File: config.mk
export PLATFORM = sky130hd
export DESIGN_NAME = jtpinpon_objscan
export DESIGN_NICKNAME = d
export VERILOG_FILES = /design/src/rtl/jtpinpon_obj_pkg.sv /design/src/rtl/jtpinpon_objscan.sv
export SDC_FILE = /design/constraint.sdc
export NUM_CORES = 1
export LEC_CHECK = 0
export BUFFER_PORTS_ARGS = -buffer_cell sky130_fd_sc_hd__buf_2
export CORE_AREA = 3 3 89 91
export DETAILED_ROUTE_END_ITERATION = 12
export DIE_AREA = 0 0 92 94
export GPL_ROUTABILITY_DRIVEN = 0
export PLACE_DENSITY = 0.81
export SETUP_SLACK_MARGIN = 0.2
export SKIP_CTS_REPAIR_TIMING = 1
export SLEW_MARGIN = 15
export SYNTH_ARGS = -nofsm -noshare
export SYNTH_HDL_FRONTEND = slang
export SYNTH_SLANG_ARGS = --single-unit
File: constraint.sdc
create_clock -name clk -period 2.6 [get_ports clk]
set_input_delay 0.26 -clock clk [delete_from_list [all_inputs] [get_ports clk]]
set_output_delay 0.26 -clock clk [all_outputs]
set_load 0.02 [all_outputs]
File: src/rtl/jtpinpon_obj_pkg.sv
// Object RAM layout, attribute bit positions and scanner state encoding
// shared by the Ping Pong object pipeline.
package jtpinpon_obj_pkg;

    localparam logic [1:0] OBJ_X    = 2'd0;
    localparam logic [1:0] OBJ_Y    = 2'd1;
    localparam logic [1:0] OBJ_CODE = 2'd2;
    localparam logic [1:0] OBJ_ATTR = 2'd3;

    localparam int ATTR_VFLIP   = 7;
    localparam int ATTR_HFLIP   = 6;
    localparam int ATTR_PAL_MSB = 4;

    typedef enum logic [2:0] {
        ST_IDLE,
        ST_READ,
        ST_CHECK,
        ST_ISSUE,
        ST_DONE
    } scan_state_t;

endpackage

File: src/rtl/jtpinpon_objscan.sv
// Per-line object scanner: 6 cen2 per object (4 address, 1 RAM latency, 1 compare), NOBJ-1 down to 0.
// A hit stalls in ISSUE until busy is low; the next object is prefetched while the draw stage works.
module jtpinpon_objscan
    import jtpinpon_obj_pkg::*;
#(
    parameter int         NOBJ    = 32,
    parameter logic [7:0] VOFFSET = 8'd0
)(
    input  logic       clk,
    input  logic       rst_n,
    input  logic       cen2,
    input  logic       hinit_x,
    input  logic [7:0] vrender,
    output logic [6:0] ram_addr,
    input  logic [7:0] ram_dout,
    output logic       draw,
    input  logic       busy,
    output logic [7:0] xpos,
    output logic [3:0] ysub,
    output logic [4:0] pal,
    output logic       hflip,
    output logic       vflip,
    output logic [7:0] code,
    output logic       done
);

    localparam logic [4:0] LAST_OBJ = 5'(NOBJ - 1);

    scan_state_t r_state;
    scan_state_t w_state_nx;

    logic [2:0] r_cnt;
    logic [4:0] r_idx;
    logic [7:0] r_vline;
    logic [7:0] r_x;
    logic [7:0] r_y;
    logic [7:0] r_code;
    logic [7:0] r_attr;
    logic [6:0] r_addr;
    logic       r_draw;
    logic       r_done;
    logic [7:0] r_xpos;
    logic [3:0] r_ysub;
    logic [4:0] r_pal;
    logic       r_hflip;
    logic       r_vflip;
    logic [7:0] r_code_out;

    logic [7:0] w_ydiff;
    logic       w_hit;
    logic       w_grant;
    logic       w_adv;
    logic [4:0] w_idx_dec;
    logic [1:0] w_byte;
    logic       w_unused;

    // Mod-256 difference makes Y wrap-around (e.g. Y=250 on line 4) a normal hit.
    assign w_ydiff   = r_vline - r_y;
    assign w_hit     = (w_ydiff[7:4] == 4'd0);
    assign w_idx_dec = r_idx - 5'd1;
    assign w_byte    = r_cnt[1:0] - 2'd1;
    assign w_unused  = r_attr[5];

    // Index advance is folded into CHECK (miss) and ISSUE (grant) so neither costs an extra cen2.
    always_comb begin
        w_state_nx = r_state;
        w_grant    = 1'b0;
        w_adv      = 1'b0;
        if (hinit_x) begin
            w_state_nx = ST_READ;
        end else begin
            case (r_state)
                ST_READ: begin
                    if (r_cnt == 3'd4)
                        w_state_nx = ST_CHECK;
                end
                ST_CHECK: begin
                    if (w_hit) begin
                        w_state_nx = ST_ISSUE;
                    end else begin
                        w_adv      = 1'b1;
                        w_state_nx = (r_idx == 5'd0) ? ST_DONE : ST_READ;
                    end
                end
                ST_ISSUE: begin
                    if (!busy) begin
                        w_grant    = 1'b1;
                        w_adv      = 1'b1;
                        w_state_nx = (r_idx == 5'd0) ? ST_DONE : ST_READ;
                    end
                end
                default: ;
            endcase
        end
    end

    always_ff @(posedge clk or negedge rst_n) begin
        if (!rst_n)
            r_state <= ST_IDLE;
        else if (cen2)
            r_state <= w_state_nx;
    end

    always_ff @(posedge clk or negedge rst_n) begin
        if (!rst_n) begin
            r_cnt      <= 3'd0;
            r_idx      <= 5'd0;
            r_vline    <= 8'd0;
            r_x        <= 8'd0;
            r_y        <= 8'd0;
            r_code     <= 8'd0;
            r_attr     <= 8'd0;
            r_addr     <= 7'd0;
            r_draw     <= 1'b0;
            r_done     <= 1'b0;
            r_xpos     <= 8'd0;
            r_ysub     <= 4'd0;
            r_pal      <= 5'd0;
            r_hflip    <= 1'b0;
            r_vflip    <= 1'b0;
            r_code_out <= 8'd0;
        end else if (cen2) begin
            r_draw <= w_grant;
            if (hinit_x) begin
                r_done  <= 1'b0;
                r_idx   <= LAST_OBJ;
                r_cnt   <= 3'd0;
                r_vline <= vrender + VOFFSET;
            end else begin
                if (r_state == ST_READ) begin
                    r_cnt <= r_cnt + 3'd1;
                    if (r_cnt != 3'd4)
                        r_addr <= {r_idx, r_cnt[1:0]};
                    if (r_cnt != 3'd0) begin
                        case (w_byte)
                            OBJ_X:    r_x    <= ram_dout;
                            OBJ_Y:    r_y    <= ram_dout;
                            OBJ_CODE: r_code <= ram_dout;
                            default:  r_attr <= ram_dout;
                        endcase
                    end
                end
                // Output fields live apart from the scan capture so prefetch cannot disturb a draw.
                if (w_grant) begin
                    r_xpos     <= r_x;
                    r_ysub     <= w_ydiff[3:0];
                    r_pal      <= r_attr[ATTR_PAL_MSB:0];
                    r_hflip    <= r_attr[ATTR_HFLIP];
                    r_vflip    <= r_attr[ATTR_VFLIP];
                    r_code_out <= r_code;
                end
                if (w_adv) begin
                    if (r_idx == 5'd0) begin
                        r_done <= 1'b1;
                    end else begin
                        r_idx <= w_idx_dec;
                        r_cnt <= w_grant ? 3'd1 : 3'd0;
                        if (w_grant)
                            r_addr <= {w_idx_dec, OBJ_X};
                    end
                end
            end
        end
    end

    assign ram_addr = r_addr;
    assign draw     = r_draw;
    assign done     = r_done;
    assign xpos     = r_xpos;
    assign ysub     = r_ysub;
    assign pal      = r_pal;
    assign hflip    = r_hflip;
    assign vflip    = r_vflip;
    assign code     = r_code_out;

endmodule
# Word level (Yosys, flattened, before mapping)
# Cells that the tools add are included.
totals:
  out_inout_bits: 36
  regBits: 87
  inputBits: 21
classes:
  add_sub_neg: 4
  mux: 28
  n_reduce_logical: 18
  bitwise: 2
  n_eq_ne: 10
op_table:
  columns: ["op", "n"]
  rows:
  - ["$mux 7", 5]
  - ["$mux 3", 9]
  - ["$reduce_and 5->1", 4]
  - ["$mux 5", 3]
  - ["$mux 1", 9]
  - ["$ne 3x3->1 const B", 3]
  - ["$pmux 3 s3", 1]
  - ["$reduce_and 3->1", 3]
  - ["$sub 8x8->8", 1]
  - ["$eq 3x2->1 const B", 2]
  - ["$logic_not 5->1", 1]
  - ["$sub 5x1->5 const B", 1]
  - ["$logic_not 4->1", 1]
  - ["$reduce_and 2->1", 2]
  - ["$reduce_and 4->1", 1]
  - ["$reduce_bool 2->1", 2]
  - ["$reduce_bool 4->1", 1]
  - ["$add 3x1->3 const B", 1]
  - ["$eq 3x1->1 const B", 1]
  - ["$eq 3x3->1 const B", 1]
  - ["$reduce_bool 3->1", 1]
  - ["$reduce_or 3->1", 1]
  - ["$eq 2x1->1 const B", 1]
  - ["$eq 2x2->1 const B", 1]
  - ["5 further kinds", 6]

# Depth between registers and ports, before layout
logic_depth:
  ltp_word: 7
  depth_mapped: 10
  ltp_nobuf: 10

# Least setup slack after synthesis
# OpenSTA, ideal clock, no wires.
synth_path:
  path_type: "flip-flop to flip-flop"
  startpoint: "register r_vline[0]"
  endpoint: "register r_idx[0]"
  setup_time_ps: 99
  path_slack_ps: 198
  stages_incl_launch_ff: 11
  required_ps: 2501
  period_less_slack_ps: 2402
  arrival_ps: 2303
  path_buffers: 0
  path_cell_list: "dfrtp_1 inv_1 ha_1 inv_1 fa_1 and3_1 or3_1 a221oi_2 o211a_4 nor2_1 a311oi_1"
synth_between:
  elab_chain_cells: 7
synth_lines:
  columns: ["item", "line", "rtl"]
  rows:
  - ["start, declared", "jtpinpon_objscan.sv:34", "logic [7:0] r_vline;"]
  - ["start signal, assigned", "jtpinpon_objscan.sv:128", "r_vline <= vrender + VOFFSET;"]
  - ["$sub 8x8->8", "jtpinpon_objscan.sv:58", "assign w_ydiff = r_vline - r_y;"]
  - ["$logic_not 4->1", "jtpinpon_objscan.sv:59", "assign w_hit = (w_ydiff[7:4] == 4'd0);"]
  - ["$mux 1", "jtpinpon_objscan.sv:78", "if (w_hit) begin"]
  - ["$pmux 1 s2", "jtpinpon_objscan.sv:72", "case (r_state)"]
  - ["$mux 1", "jtpinpon_objscan.sv:69", "if (hinit_x) begin"]
  - ["$reduce_bool 2->1 (no line)", null, null]
  - ["$reduce_and 3->1 (no line)", null, null]
  - ["end signal, assigned", "jtpinpon_objscan.sv:156", "r_idx <= w_idx_dec;"]
  - ["end, declared", "jtpinpon_objscan.sv:33", "logic [4:0] r_idx;"]
# Every way passes these cells.
# A chain may end at the register's enable or synchronous reset.

# Final worst setup path
layout_path:
  startpoint: "register r_vline[0]"
  endpoint: "register r_cnt[0]"
layout_between:
  elab_chain_cells: 7
layout_lines:
  columns: ["item", "line", "rtl"]
  rows:
  - ["$sub 8x8->8", "jtpinpon_objscan.sv:58", null]
  - ["$logic_not 4->1", "jtpinpon_objscan.sv:59", null]
  - ["$mux 1", "jtpinpon_objscan.sv:78", null]
  - ["$pmux 1 s2", "jtpinpon_objscan.sv:72", null]
  - ["$mux 1", "jtpinpon_objscan.sv:69", null]
  - ["$mux 3", "jtpinpon_objscan.sv:152", "if (w_adv) begin"]
  - ["$mux 3", "jtpinpon_objscan.sv:124", "if (hinit_x) begin"]
  - ["end signal, assigned", "jtpinpon_objscan.sv:131", "r_cnt <= r_cnt + 3'd1;"]
  - ["end signal, assigned", "jtpinpon_objscan.sv:157", "r_cnt <= w_grant ? 3'd1 : 3'd0;"]
  - ["end, declared", "jtpinpon_objscan.sv:32", "logic [2:0] r_cnt;"]
# Every way passes these cells.

==> run_results.csv <==
group,metric,value,unit
route,wl_per_cell,17.24,um
clocking,cts_tree,"done",
sta,maxSlewViolCount,0,
placed_design,pre_cts_ws,-0.06476,ns
grt,grt_pass1_vias,2792,
worst_setup_path,worstPathMaxFanout,6,
sta,rsz0062_at_grt,"yes",
route,wl,8570,um
placed_design,hpwl,5918,um
clocking,cts.path.max_buffers,2,
yosys,yosysWarningCount,0,
yosys,yosys.area.top_type,"dfrtp_1",
clocking,clk_latency,0.36,ns
sta,fin_skew,0.01087,ns
route,drt_iter0_markers,224,
yosys,synth_top_area_share,52.28,%
pwr,powerDensity,1016,nW/um^2
pwr,p_leak,2.359,nW
final_layout,final_nets,428,
clocking,cts.sinks,86,
sta,post-route-period-util,98.11,%
final_layout,antenna-diode-count,0,
worst_setup_path,startpoint_type,"flop",
final_layout,drive_gt1_share,44.47,%
clocking,cts_made_buffers,9,
clocking,clkTransAtPathRegs,0.09,ns
clocking,cts_root_buf,"clkbuf_8",
sta,hold_ws,0.1232,ns
final_layout,final_common_cell,"dfrtp_1",
final_layout,stdcell_count,497,
worst_hold_path,min_path_type,"primary input to flop",
pwr,ir_drop,0.7056,mV
worst_setup_path,cp_top_family,"compound AO/OA/AOI/OAI gates",
worst_setup_path,required,2.86,ns
flow_run,max_cap_violations,0,
sta,setup_viol,0,
yosys,synth_cell_types,52,
yosys,synth_seq_cells,86,
yosys,yosys-top-cells-area,"dfrtp_1 52%, mux2_2 11%, mux2_4 8.4%, ha_1 4.0%, a21oi_1 1.7%",
sta,max-slew-margin-rel,62.93,%
sta,final-hold-violation-count,0,
route,ant_nets,0,
die,die_h,94,um
grt,grtUsageTotal,20.52,%
grt,antenna_found_initial,0,
route,viasPerCell,5.648,
sta,setup_slack,0.04920,ns
final_layout,fillers,555,
sta,tightestPinTransition,0.5547,ns
placed_design,placed_area,4507,um^2
final_layout,finish.utilization,67.12,%
die,die-area,8648,um^2
worst_setup_path,crit_buf_inv,3,
placed_design,dp_cells,477,
worst_setup_path,cp_cell_sequence,"inv_1, ha_2, inv_2, fa_2, and3_4, or3_4, a221oi_4, o211a_4, buf_6, nor4_2, a211o_1",
yosys,yosysSeqAreaShare,52.28,%
outcome,status,"finished, final reports clean",
yosys,synth_fp_nets,359,
sta,period_needed,2.551,ns
yosys,netlist_area,4116,um^2
worst_setup_path,cpPeakStageDelay,0.39,ns
sta,max_freq,392.0,MHz
die,start_util,57.06,%
worst_setup_path,cp-end-kind,"flop",
clocking,htreeDepth,3,
grt,grt.overflow.total,0,
final_layout,final_cell_area,4842,um^2
grt,grt_max_degree,86,
final_layout,layout_common_cells,"86 x dfrtp_1, 55 x buf_2, 40 x mux2_2",
route,num_vias,2807,
worst_setup_path,crit_type,"flop to flop",
die,core_area,7214,um^2
placed_design,numPortBuffers,56,
yosys,synth_area_per_cell,12.71,um^2
die,die_w,92,um
final_layout,area_delta_synth_final,17.63,%
route,dr.pass1.iters,4,
yosys,syn_inst,324,
grt,grt_pass1_wl,13690,um
die,rows,31,
pwr,total_power,4.918,mW
sta,setup_tns,0,ns
die,io_pins,57,
worst_setup_path,arrival,2.81,ns
route,drc,0,
worst_setup_path,cpMaxStageDelayCell,"dfrtp_1",
-- cells by family after synthesis --
kind of cell | Yosys count | share of synthesized area [%]
flops | 86 | 52.28
simple gates | 67 | 8.511
mux | 65 | 19.82
compound gates | 62 | 10.58
buf+inv | 26 | 3.526
fa+ha+maj | 14 | 4.438
xor+xnor | 4 | 0.8512
-- worst reg2reg max path, stage by stage (launching register included) --
cell	delay, ns
dfrtp_1	0.39
inv_1	0.06
ha_2	0.17
inv_2	0.04
fa_2	0.35
and3_4	0.18
or3_4	0.33
a221oi_4	0.28
o211a_4	0.27
buf_6	0.11
nor4_2	0.03
a211o_1	0.23
-- sequential cells by signal, summed over array words and instances (netlist names), 3 cells and up --
name	cells
xpos	8
ram_addr	7
code	8
r_idx	5
r_state	3
r_cnt	3
r_attr	7
r_vline	8
r_code	8
pal	5
ysub	4
r_x	8
r_y	8
-- final timing paths --
kind                                         start  cells after the start                      end  slack, ns
max                         r_vline[0]$_DFFE_PN0P_                     11     r_cnt[0]$_DFFE_PN0P_       0.05
max reg2reg                 r_vline[0]$_DFFE_PN0P_                     11     r_cnt[0]$_DFFE_PN0P_       0.05
max in group asynchronous                    rst_n                      3       pal[0]$_DFFE_PN0P_       1.77
min                                     vrender[3]                      2   r_vline[3]$_DFFE_PN0P_       0.12
min reg2reg                ram_addr[4]$_DFFE_PN0P_                      2  ram_addr[4]$_DFFE_PN0P_       0.50
min in group asynchronous                    rst_n                      2        hflip$_DFFE_PN0P_       0.22
-- layout make-up --
| cell class | count | area [um^2] | share of cell area, % |
|---|---|---|---|
| Tap cell | 99 | 123.9 | 2.558 |
| Clock inverter | 7 | 81.33 | 1.680 |
| Inverter | 17 | 63.81 | 1.318 |
| Multi-Input combinational cell | 212 | 1913 | 39.51 |
| Sequential cell | 86 | 2152 | 44.44 |
| Timing Repair Buffer | 67 | 384.1 | 7.933 |
| Clock buffer | 9 | 123.9 | 2.558 |
-- synthesized netlist by cell type, drive strengths merged --
cell and number:
nor2b 2, or4 1, o21a 3, a32o 2, ha 13, a21o 1
a21oi 15, o31ai 3, nor4 3, o41ai 2, o32ai 1, nand2b 7
nor3b 2, a211o 1, nand3b 1, o211ai 2, buf 4, nand2 17
a211oi 5, o22ai 1, o221ai 3, xnor2 3, nor2 18, fa 1
o211a 1, nand3 3, or2 1, inv 17, a22o 2, a311oi 2
a221oi 1, a41oi 1, dfrtp 86, mux2i 2, nor3 5, or3 4
o21ai 16, xor2 1, and3 2, mux2 63, clkbuf 5, and2 1
-- report_power, final --
group | switching [mW] | internal (mW)
registers | 0.293 | 1.77
clock network | 0.510 | 0.457
logic | 1.02 | 0.863
total | 1.83 | 3.09
-- layer usage --
metal / global-route usage [%] / vias up / routed length, um
met5: 0 / - / 0
met4: 8.663 / 0 / 155
met3: 4.968 / 13 / 428
met2: 33.45 / 80 / 4292
met1: 26.34 / 1406 / 3694
li1: - / 1308 / -
Note: power is estimated with default switching activity, not from simulation.
